## config.mk

```make
export PLATFORM = sky130hd
export DESIGN_NAME = matmul_operand_loader
export DESIGN_NICKNAME = d
export VERILOG_FILES = /design/src/rtl/matmul_operand_loader.sv
export SDC_FILE = /design/constraint.sdc
export NUM_CORES = 1
export LEC_CHECK = 0
export CAP_MARGIN = 20
export CORE_UTILIZATION = 45
export CTS_CLUSTER_DIAMETER = 200
export CTS_CLUSTER_SIZE = 12
export DETAILED_ROUTE_END_ITERATION = 7
export PLACE_DENSITY = 0.85
export SYNTH_ARGS = -nofsm -noshare
export SYNTH_HDL_FRONTEND = slang
export SYNTH_SLANG_ARGS = --single-unit
```

## constraint.sdc

```tcl
create_clock -name clk_i -period 2.1 [get_ports clk_i]
set_input_delay 0.42 -clock clk_i [delete_from_list [all_inputs] [get_ports clk_i]]
set_output_delay 0.42 -clock clk_i [all_outputs]
set_load 0.03 [all_outputs]
```

## src/rtl/matmul_operand_loader.sv

```systemverilog
// matmul_operand_loader: fetches A/B rows (and optionally C bias elements)
// over one scratchpad read port and presents them with a valid/ack handshake.
// Ports: clk_i/rst (sync, active-low); start_i/mode_i/ack_i control;
//   rd_en_o/rd_addr_o/rd_data_i scratchpad port (1-cycle read latency);
//   a_matrix_o/b_matrix_o/c_bias_o operand vectors; valid_o/busy_o status.
module matmul_operand_loader #(
  parameter int DATA_WIDTH = 8,
  parameter int BUS_WIDTH  = 16,
  parameter int ADDR_WIDTH = 32
) (
  input  logic                  clk_i,
  input  logic                  rst,
  input  logic                  start_i,
  input  logic                  mode_i,
  input  logic                  ack_i,
  output logic                  rd_en_o,
  output logic [ADDR_WIDTH-1:0] rd_addr_o,
  input  logic [BUS_WIDTH-1:0]  rd_data_i,
  output logic [BUS_WIDTH*BUS_WIDTH/DATA_WIDTH-1:0] a_matrix_o,
  output logic [BUS_WIDTH*BUS_WIDTH/DATA_WIDTH-1:0] b_matrix_o,
  output logic [(BUS_WIDTH/DATA_WIDTH)**2*BUS_WIDTH-1:0] c_bias_o,
  output logic                  valid_o,
  output logic                  busy_o
);

  localparam int MAX_DIM = BUS_WIDTH / DATA_WIDTH;
  localparam int IDXW    = $clog2(MAX_DIM);
  localparam int CW      = 2 * IDXW;
  localparam int ABW     = MAX_DIM * MAX_DIM * DATA_WIDTH;
  localparam int CVW     = MAX_DIM * MAX_DIM * BUS_WIDTH;

  localparam logic [CW-1:0] LAST_R = CW'(MAX_DIM - 1);
  localparam logic [CW-1:0] LAST_E = CW'(MAX_DIM * MAX_DIM - 1);

  localparam logic [4:0] CODE_A = 5'b00100;
  localparam logic [4:0] CODE_B = 5'b01000;
  localparam logic [4:0] CODE_C = 5'b10000;

  typedef enum logic [2:0] {
    S_IDLE,
    S_FETCH_A,
    S_FETCH_B,
    S_FETCH_C,
    S_DRAIN,
    S_DONE
  } state_e;

  typedef enum logic [1:0] {
    TGT_A,
    TGT_B,
    TGT_C
  } tgt_e;

  state_e                state_q, state_d;
  logic [CW-1:0]         cnt_q, cnt_d;
  logic                  mode_q, mode_d;
  logic                  rd_en_q, rd_en_d;
  logic [ADDR_WIDTH-1:0] addr_q, addr_d;
  logic                  tag_vld_q, tag_vld_d;
  tgt_e                  tag_tgt_q, tag_tgt_d;
  logic [CW-1:0]         tag_idx_q, tag_idx_d;
  logic [ABW-1:0]        a_q, a_d;
  logic [ABW-1:0]        b_q, b_d;
  logic [CVW-1:0]        c_q, c_d;
  logic                  valid_q, valid_d;
  logic                  busy_q, busy_d;

  function automatic logic [ADDR_WIDTH-1:0] addr_of(
    input logic [4:0]    code,
    input logic [CW-1:0] idx
  );
    logic [ADDR_WIDTH-1:0] a;
    a        = '0;
    a[4:0]   = code;
    a[5 +: CW] = idx;
    return a;
  endfunction

  always_comb begin
    state_d = state_q;
    cnt_d   = cnt_q;
    mode_d  = mode_q;
    rd_en_d = 1'b0;
    addr_d  = '0;
    a_d     = a_q;
    b_d     = b_q;
    c_d     = c_q;

    // The tag marks which slice the word returning next cycle belongs to.
    tag_vld_d = rd_en_q;
    tag_idx_d = cnt_q;
    unique case (state_q)
      S_FETCH_B: tag_tgt_d = TGT_B;
      S_FETCH_C: tag_tgt_d = TGT_C;
      default:   tag_tgt_d = TGT_A;
    endcase

    if (tag_vld_q) begin
      unique case (tag_tgt_q)
        TGT_B:
          b_d[tag_idx_q[IDXW-1:0]*BUS_WIDTH +: BUS_WIDTH] = rd_data_i;
        TGT_C:
          c_d[tag_idx_q*BUS_WIDTH +: BUS_WIDTH] = rd_data_i;
        default:
          a_d[tag_idx_q[IDXW-1:0]*BUS_WIDTH +: BUS_WIDTH] = rd_data_i;
      endcase
    end

    unique case (state_q)
      S_IDLE: begin
        if (start_i) begin
          mode_d  = mode_i;
          a_d     = '0;
          b_d     = '0;
          c_d     = '0;
          cnt_d   = '0;
          state_d = S_FETCH_A;
          rd_en_d = 1'b1;
          addr_d  = addr_of(CODE_A, '0);
        end
      end
      S_FETCH_A: begin
        rd_en_d = 1'b1;
        if (cnt_q == LAST_R) begin
          cnt_d   = '0;
          state_d = S_FETCH_B;
          addr_d  = addr_of(CODE_B, '0);
        end else begin
          cnt_d  = cnt_q + CW'(1);
          addr_d = addr_of(CODE_A, cnt_q + CW'(1));
        end
      end
      S_FETCH_B: begin
        rd_en_d = 1'b1;
        if (cnt_q == LAST_R) begin
          cnt_d = '0;
          if (mode_q) begin
            state_d = S_FETCH_C;
            addr_d  = addr_of(CODE_C, '0);
          end else begin
            state_d = S_DRAIN;
            rd_en_d = 1'b0;
          end
        end else begin
          cnt_d  = cnt_q + CW'(1);
          addr_d = addr_of(CODE_B, cnt_q + CW'(1));
        end
      end
      S_FETCH_C: begin
        rd_en_d = 1'b1;
        if (cnt_q == LAST_E) begin
          cnt_d   = '0;
          state_d = S_DRAIN;
          rd_en_d = 1'b0;
        end else begin
          cnt_d  = cnt_q + CW'(1);
          addr_d = addr_of(CODE_C, cnt_q + CW'(1));
        end
      end
      S_DRAIN: state_d = S_DONE;
      S_DONE: begin
        if (ack_i) state_d = S_IDLE;
      end
      default: state_d = S_IDLE;
    endcase

    valid_d = (state_d == S_DONE);
    busy_d  = (state_d != S_IDLE);
  end

  always_ff @(posedge clk_i) begin
    if (!rst) begin
      state_q   <= S_IDLE;
      cnt_q     <= '0;
      mode_q    <= 1'b0;
      rd_en_q   <= 1'b0;
      addr_q    <= '0;
      tag_vld_q <= 1'b0;
      tag_tgt_q <= TGT_A;
      tag_idx_q <= '0;
      a_q       <= '0;
      b_q       <= '0;
      c_q       <= '0;
      valid_q   <= 1'b0;
      busy_q    <= 1'b0;
    end else begin
      state_q   <= state_d;
      cnt_q     <= cnt_d;
      mode_q    <= mode_d;
      rd_en_q   <= rd_en_d;
      addr_q    <= addr_d;
      tag_vld_q <= tag_vld_d;
      tag_tgt_q <= tag_tgt_d;
      tag_idx_q <= tag_idx_d;
      a_q       <= a_d;
      b_q       <= b_d;
      c_q       <= c_d;
      valid_q   <= valid_d;
      busy_q    <= busy_d;
    end
  end

  assign rd_en_o    = rd_en_q;
  assign rd_addr_o  = addr_q;
  assign a_matrix_o = a_q;
  assign b_matrix_o = b_q;
  assign c_bias_o   = c_q;
  assign valid_o    = valid_q;
  assign busy_o     = busy_q;

endmodule
```

# [Word level (Yosys, flattened, before mapping)]
# Cells that the tools add are included.
[totals] ff_bits=174 in_bits=21 out_inout_bits=163 wordCells=76
[op_classes] n_addsub=3 eq_ne=11 shift=4 n_mux=38 n_reduce_logical=7
[ops] cell="$mux 32" n=9
[ops] cell="$mux 64" n=4
[ops] cell="$pmux 32 s4" n=1
[ops] cell="$bwmux 32" n=2
[ops] cell="$bwmux 64" n=1
[ops] cell="$shift 16x34->64 const A" n=1
[ops] cell="$shiftx 16x34->64" n=1
[ops] cell="$neg 5->34" n=1
[ops] cell="$neg 6->34" n=1
[ops] cell="$shift 16x34->32 const A" n=1
[ops] cell="$shiftx 16x34->32" n=1
[ops] cell="$mux 3" n=7
[ops] cell="$pmux 3 s6" n=1
[ops] cell="$mux 7" n=2
[ops] cell="$eq 3x3->1 const B" n=3
[ops] cell="$eq 3x2->1 const B" n=2
[ops] cell="$mux 2" n=3
[ops] cell="$pmux 2 s3" n=1
[ops] cell="$reduce_bool 3->1" n=2
[ops] cell="$mux 5" n=1
[ops] cell="$eq 2x1->1 const B" n=2
[ops] cell="$eq 2x2->1 const B" n=2
[ops] cell="$mux 1" n=4
[ops] cell="$pmux 1 s4" n=1
[ops] cell="7 further kinds" n=9

# [Longest topological paths before layout]
[logic_depth] ltp_word=7 ltp_mapped=9 mapped_depth_nobuf=5

# [Least setup slack after synthesis]
# OpenSTA, ideal clock, no wires.
[synth_timing] path_kind="reg-to-reg" from="register tag_idx_q[0]" to="register c_q[10] (netlist: c_bias_o[10])" setup_time_ns=0.070 arrival_ns=1.858 required_time_ns=2.030 setup_slack_ns=0.172 path_stages_with_launch=9 path_buffers=3 synth_period_minus_slack_ns=1.928 cell_sequence="dfxtp_1 buf_4 inv_1 buf_2 ha_1 nor2_1 buf_2 nand3_1 a21oi_1"
[synth_between] elab_chain_cells=7 word_cells_on_any_way=8 classes_between="add/sub: 1; shift: 2; mux: 5"
[synth_lines] element="start: declaration" line="61" text="logic [CW-1:0] tag_idx_q, tag_idx_d;"
[synth_lines] element="start signal: assignment" line="194" text="tag_idx_q <= tag_idx_d;"
[synth_lines] element="$neg 6->34 *" line="103" text="c_d[tag_idx_q*BUS_WIDTH +: BUS_WIDTH] = rd_data_i;"
[synth_lines] element="$shiftx 16x34->64 / $shift 16x34->64 (equally long branches)" line="103"
[synth_lines] element="$bwmux 64 *" line="103"
[synth_lines] element="$mux 64 *" line="99" text="unique case (tag_tgt_q)"
[synth_lines] element="$mux 64 *" line="98" text="if (tag_vld_q) begin"
[synth_lines] element="$mux 64" line="111" text="if (start_i) begin"
[synth_lines] element="$mux 64 *" line="109" text="unique case (state_q)"
[synth_lines] element="end signal: assignment" line="183" text="c_q <= '0;"
[synth_lines] element="end signal: assignment" line="197" text="c_q <= c_d;"
[synth_lines] element="end: declaration" line="64" text="logic [CVW-1:0] c_q, c_d;"
# Every way passes the cells marked *; elsewhere a longest branch is shown, timed or not.
# A chain may end at the register's enable or synchronous reset.

# [Final worst setup path]
[layout_timing] from="register c_q[57] (netlist: c_bias_o[57])" to="output port c_bias_o[57]"
[layout_lines] element="end: declaration" line="21" text="output logic [(BUS_WIDTH/DATA_WIDTH)**2*BUS_WIDTH-1:0] c_bias_o,"
# No word-level cell between the ends.

==> impl_results.md <==
- Htree depth: 4
- Total wire length: 16.5 mm
- Clk Latency, worst-skew pair: 0.43 ns
- Critical path class: reg2out
- CP max stage delay: 0.69 ns
- Post-synthesis cell type count: 44
- Hold Buf Count CTS: 0
- Fin. max-slew vios: 0
- Worst slew pin tran: 0.592 ns
- Clock skew: 0.00902 ns
- Flop pwr share: 0.447
- Final Util: 0.628
- Layout cells sized above 1: 0.0774
- Fmax: 0.522 GHz
- Post-CTS Setup Bufs: 0
- Fin. Hold Viols: 0
- Slew Limit Headroom: 0.604
- Ys flop type: dfxtp_1
- Pint: 0.00469 W
- Post-CTS resize count: 0
- Pin count of the biggest net entering global routing: 45
- TritonCTS buffer count: 17
- Ys async rst share: 0
- Commonest non-fill, non-tap cell in the layout: nand2_1
- Cell chain of the critical path: clkdlybuf4s50_1
- Grt ovf: 0
- Core area: 0.0128 sq mm
- Seq/Total Area, Yosys: 0.493
- IO buf count: 156
- Clock transition at path regs: 0.06 ns
- Crit Path Max Fanout: 2
- Area Growth Syn to Fin: 34.4%
- CTS tree: yes
- Vias in the first global route: 4614
- Comb pwr share: 0.095
- Die Y-Extent: 117 microns
- First-pass GRT wire length: 24.6 mm
- RSZ-0062 raised after global routing: false
- WP data required: 1.68 ns
- Post-synth EDFFs: 0
- Gr usage total: 0.244
- Power Dens Cells: 802 mW/mm^2
- Filler cell count: 1050
- Buffer depth of the longest clock path: 2
- Tightest Hold Check Type: reg2reg
- Initial drt markers: 657
- Detail Placement HPWL: 10.9 mm
- Pre-CTS WS: 0.158 ns
- Critical Path Slowest Stage Cell: clkdlybuf4s50_1
- Via/cell ratio: 5.19
- Max_cap viols: 0
- DR DRC count: 0
- Net Sw Frac: 0.270
- Final worst path period share: 0.913
- Synthesized instance count: 720
- WP data arrival: 1.50 ns
- Crit path max-delay family: buffers and inverters
- Post-Syn Area: 0.00597 sq mm
- Post-route ant nets: 0
- Fin nets: 884
- Dpl cells: 1006
- Maximum vdd drop: 0.508 mV
- Crit path capture type: output pin
- Most frequent cells in the layout: nand2_1, clkdlybuf4s50_1, dfxtp_1
- # rows: 41
- Final worst path period need: 1.92 ns
- 1st-pass router iterations: 7
- Syn Area/Cell: 8.29 sq um
- Seq cells post-synth: 147
- Clock power share: 0.458
- Status: finished clean
- Ys Warns: 0
- Root buffer cell: clkbuf_16
- Vias: 5386
- Leak Pwr: 2.71 nW
- Routability Congestion: 0.877
- Worst Path Buf+Inv: 1
- Initial antenna violation count: 0
- Hold slack: 0.449 ns
- Final worst setup slack: 0.184 ns
- # clock sinks: 147
- IO Count: 184
- DIE AREA: 0.0137 sq mm
- Antenna fix cells: 0
- Routed len/inst: 15.9 microns
- Initial Util: 0.467
- Final Setup Violations: 0
- Die width: 117 microns
- Non-filler instance count after layout: 1038
- Psw: 0.00174 W
- Startpoint types: flop
- Setup TNS: 0 ns
## logic make-up (layout without fill, tap and decap cells)
family                     count (synthesis)  count (layout)  share of synthesized area
buffers and inverters                    106             226                      0.116
other                                      1              27                   0.000629
muxes                                      2               2                    0.00357
AOI/OAI and AO/OA                        143             143                      0.125
DFF                                      147             147                      0.493
xor gates and xnor gates                   1               1                    0.00147
and+or+nand+nor                          310             310                      0.239
adders and majority gates                 10              10                     0.0210
## metrics by stage
step | total power (W) | area, sq um
6_report | 0.00643 | 8020
5_1_grt | 0.00662 | 8020
4_1_cts | 0.00644 | 8020
3_5_place_dp | 0.00354 | 7440
3_3_place_gp | 0.00353 | 7440
2_1_floorplan | 0.00341 | 6060
## state kept, by name, summed over array words and instances (netlist names)
name / cells
mode_q: 1
tag_tgt_q: 2
c_bias_o: 64
rd_addr_o: 5
rd_en_o: 1
valid_o: 1
state_q: 3
cnt_q: 2
tag_idx_q: 2
busy_o: 1
b_matrix_o: 32
a_matrix_o: 32
tag_vld_q: 1
## worst paths after layout
check / startpoint / end / slack (ns) / cells past startpoint
min: c_bias_o[61] / c_bias_o[61] / 0.45 / 2
min reg2reg: c_bias_o[61] / c_bias_o[61] / 0.45 / 2
max reg2reg: tag_idx_q[0] / c_bias_o[17] / 0.34 / 6
max: c_bias_o[57] / c_bias_o[57] / 0.18 / 1
## cells in the mapped netlist, drive strengths merged (2+ instances only)
| cell type | count | area, sq um |
|---|---|---|
| inv | 9 | 33.8 |
| a21oi | 130 | 651 |
| clkbuf | 15 | 61.3 |
| a32oi | 2 | 17.5 |
| nor3b | 3 | 33.8 |
| dfxtp | 147 | 2940 |
| o22ai | 2 | 12.5 |
| and3 | 8 | 50.1 |
| nand3 | 39 | 195 |
| nand2b | 2 | 15.0 |
| buf | 82 | 594 |
| nand2 | 195 | 732 |
| nor2 | 11 | 41.3 |
| and2 | 4 | 25.0 |
| nor2b | 3 | 18.8 |
| ha | 10 | 125 |
| o21ai | 2 | 10.0 |
| nor3 | 2 | 10.0 |
| nand3b | 4 | 30.0 |
| nand4 | 31 | 194 |
| and3b | 2 | 17.5 |
## cell type report
type / instances / area [sq um] / area share
flip-flops and latches: 147 / 2940 / 0.367
multi-input cells: 493 / 2440 / 0.304
repair buffers: 185 / 1820 / 0.227
clock buffers: 17 / 425 / 0.0531
well taps: 172 / 215 / 0.0268
clock inverters: 15 / 148 / 0.0184
inverters: 9 / 33.8 / 0.00421
## routing by layer
metal | vias up | routed length, microns | GRT usage
li1 | 2623 | - | -
met1 | 2478 | 6970 | 0.309
met2 | 249 | 7750 | 0.391
met3 | 36 | 1350 | 0.0633
met4 | 0 | 473 | 0.106
met5 | - | 0 | 0
## power groups by stage
stage          clock network (W)  logic, W  registers [W]
3_5_place_dp                   0  0.000603        0.00293
4_1_cts                  0.00297  0.000606        0.00287
6_report                 0.00294  0.000613        0.00287
3_3_place_gp                   0  0.000599        0.00293
2_1_floorplan                  0  0.000446        0.00296
5_1_grt                  0.00308  0.000655        0.00288
## worst reg2reg max path, stage by stage (launching register included)
cell and delay [ns]:
dfxtp_1 0.33, inv_1 0.12, ha_1 0.43, and3_1 0.23, buf_4 0.22, nand4_1 0.15, a21oi_1 0.21
Power figures use the tool's default switching activity.
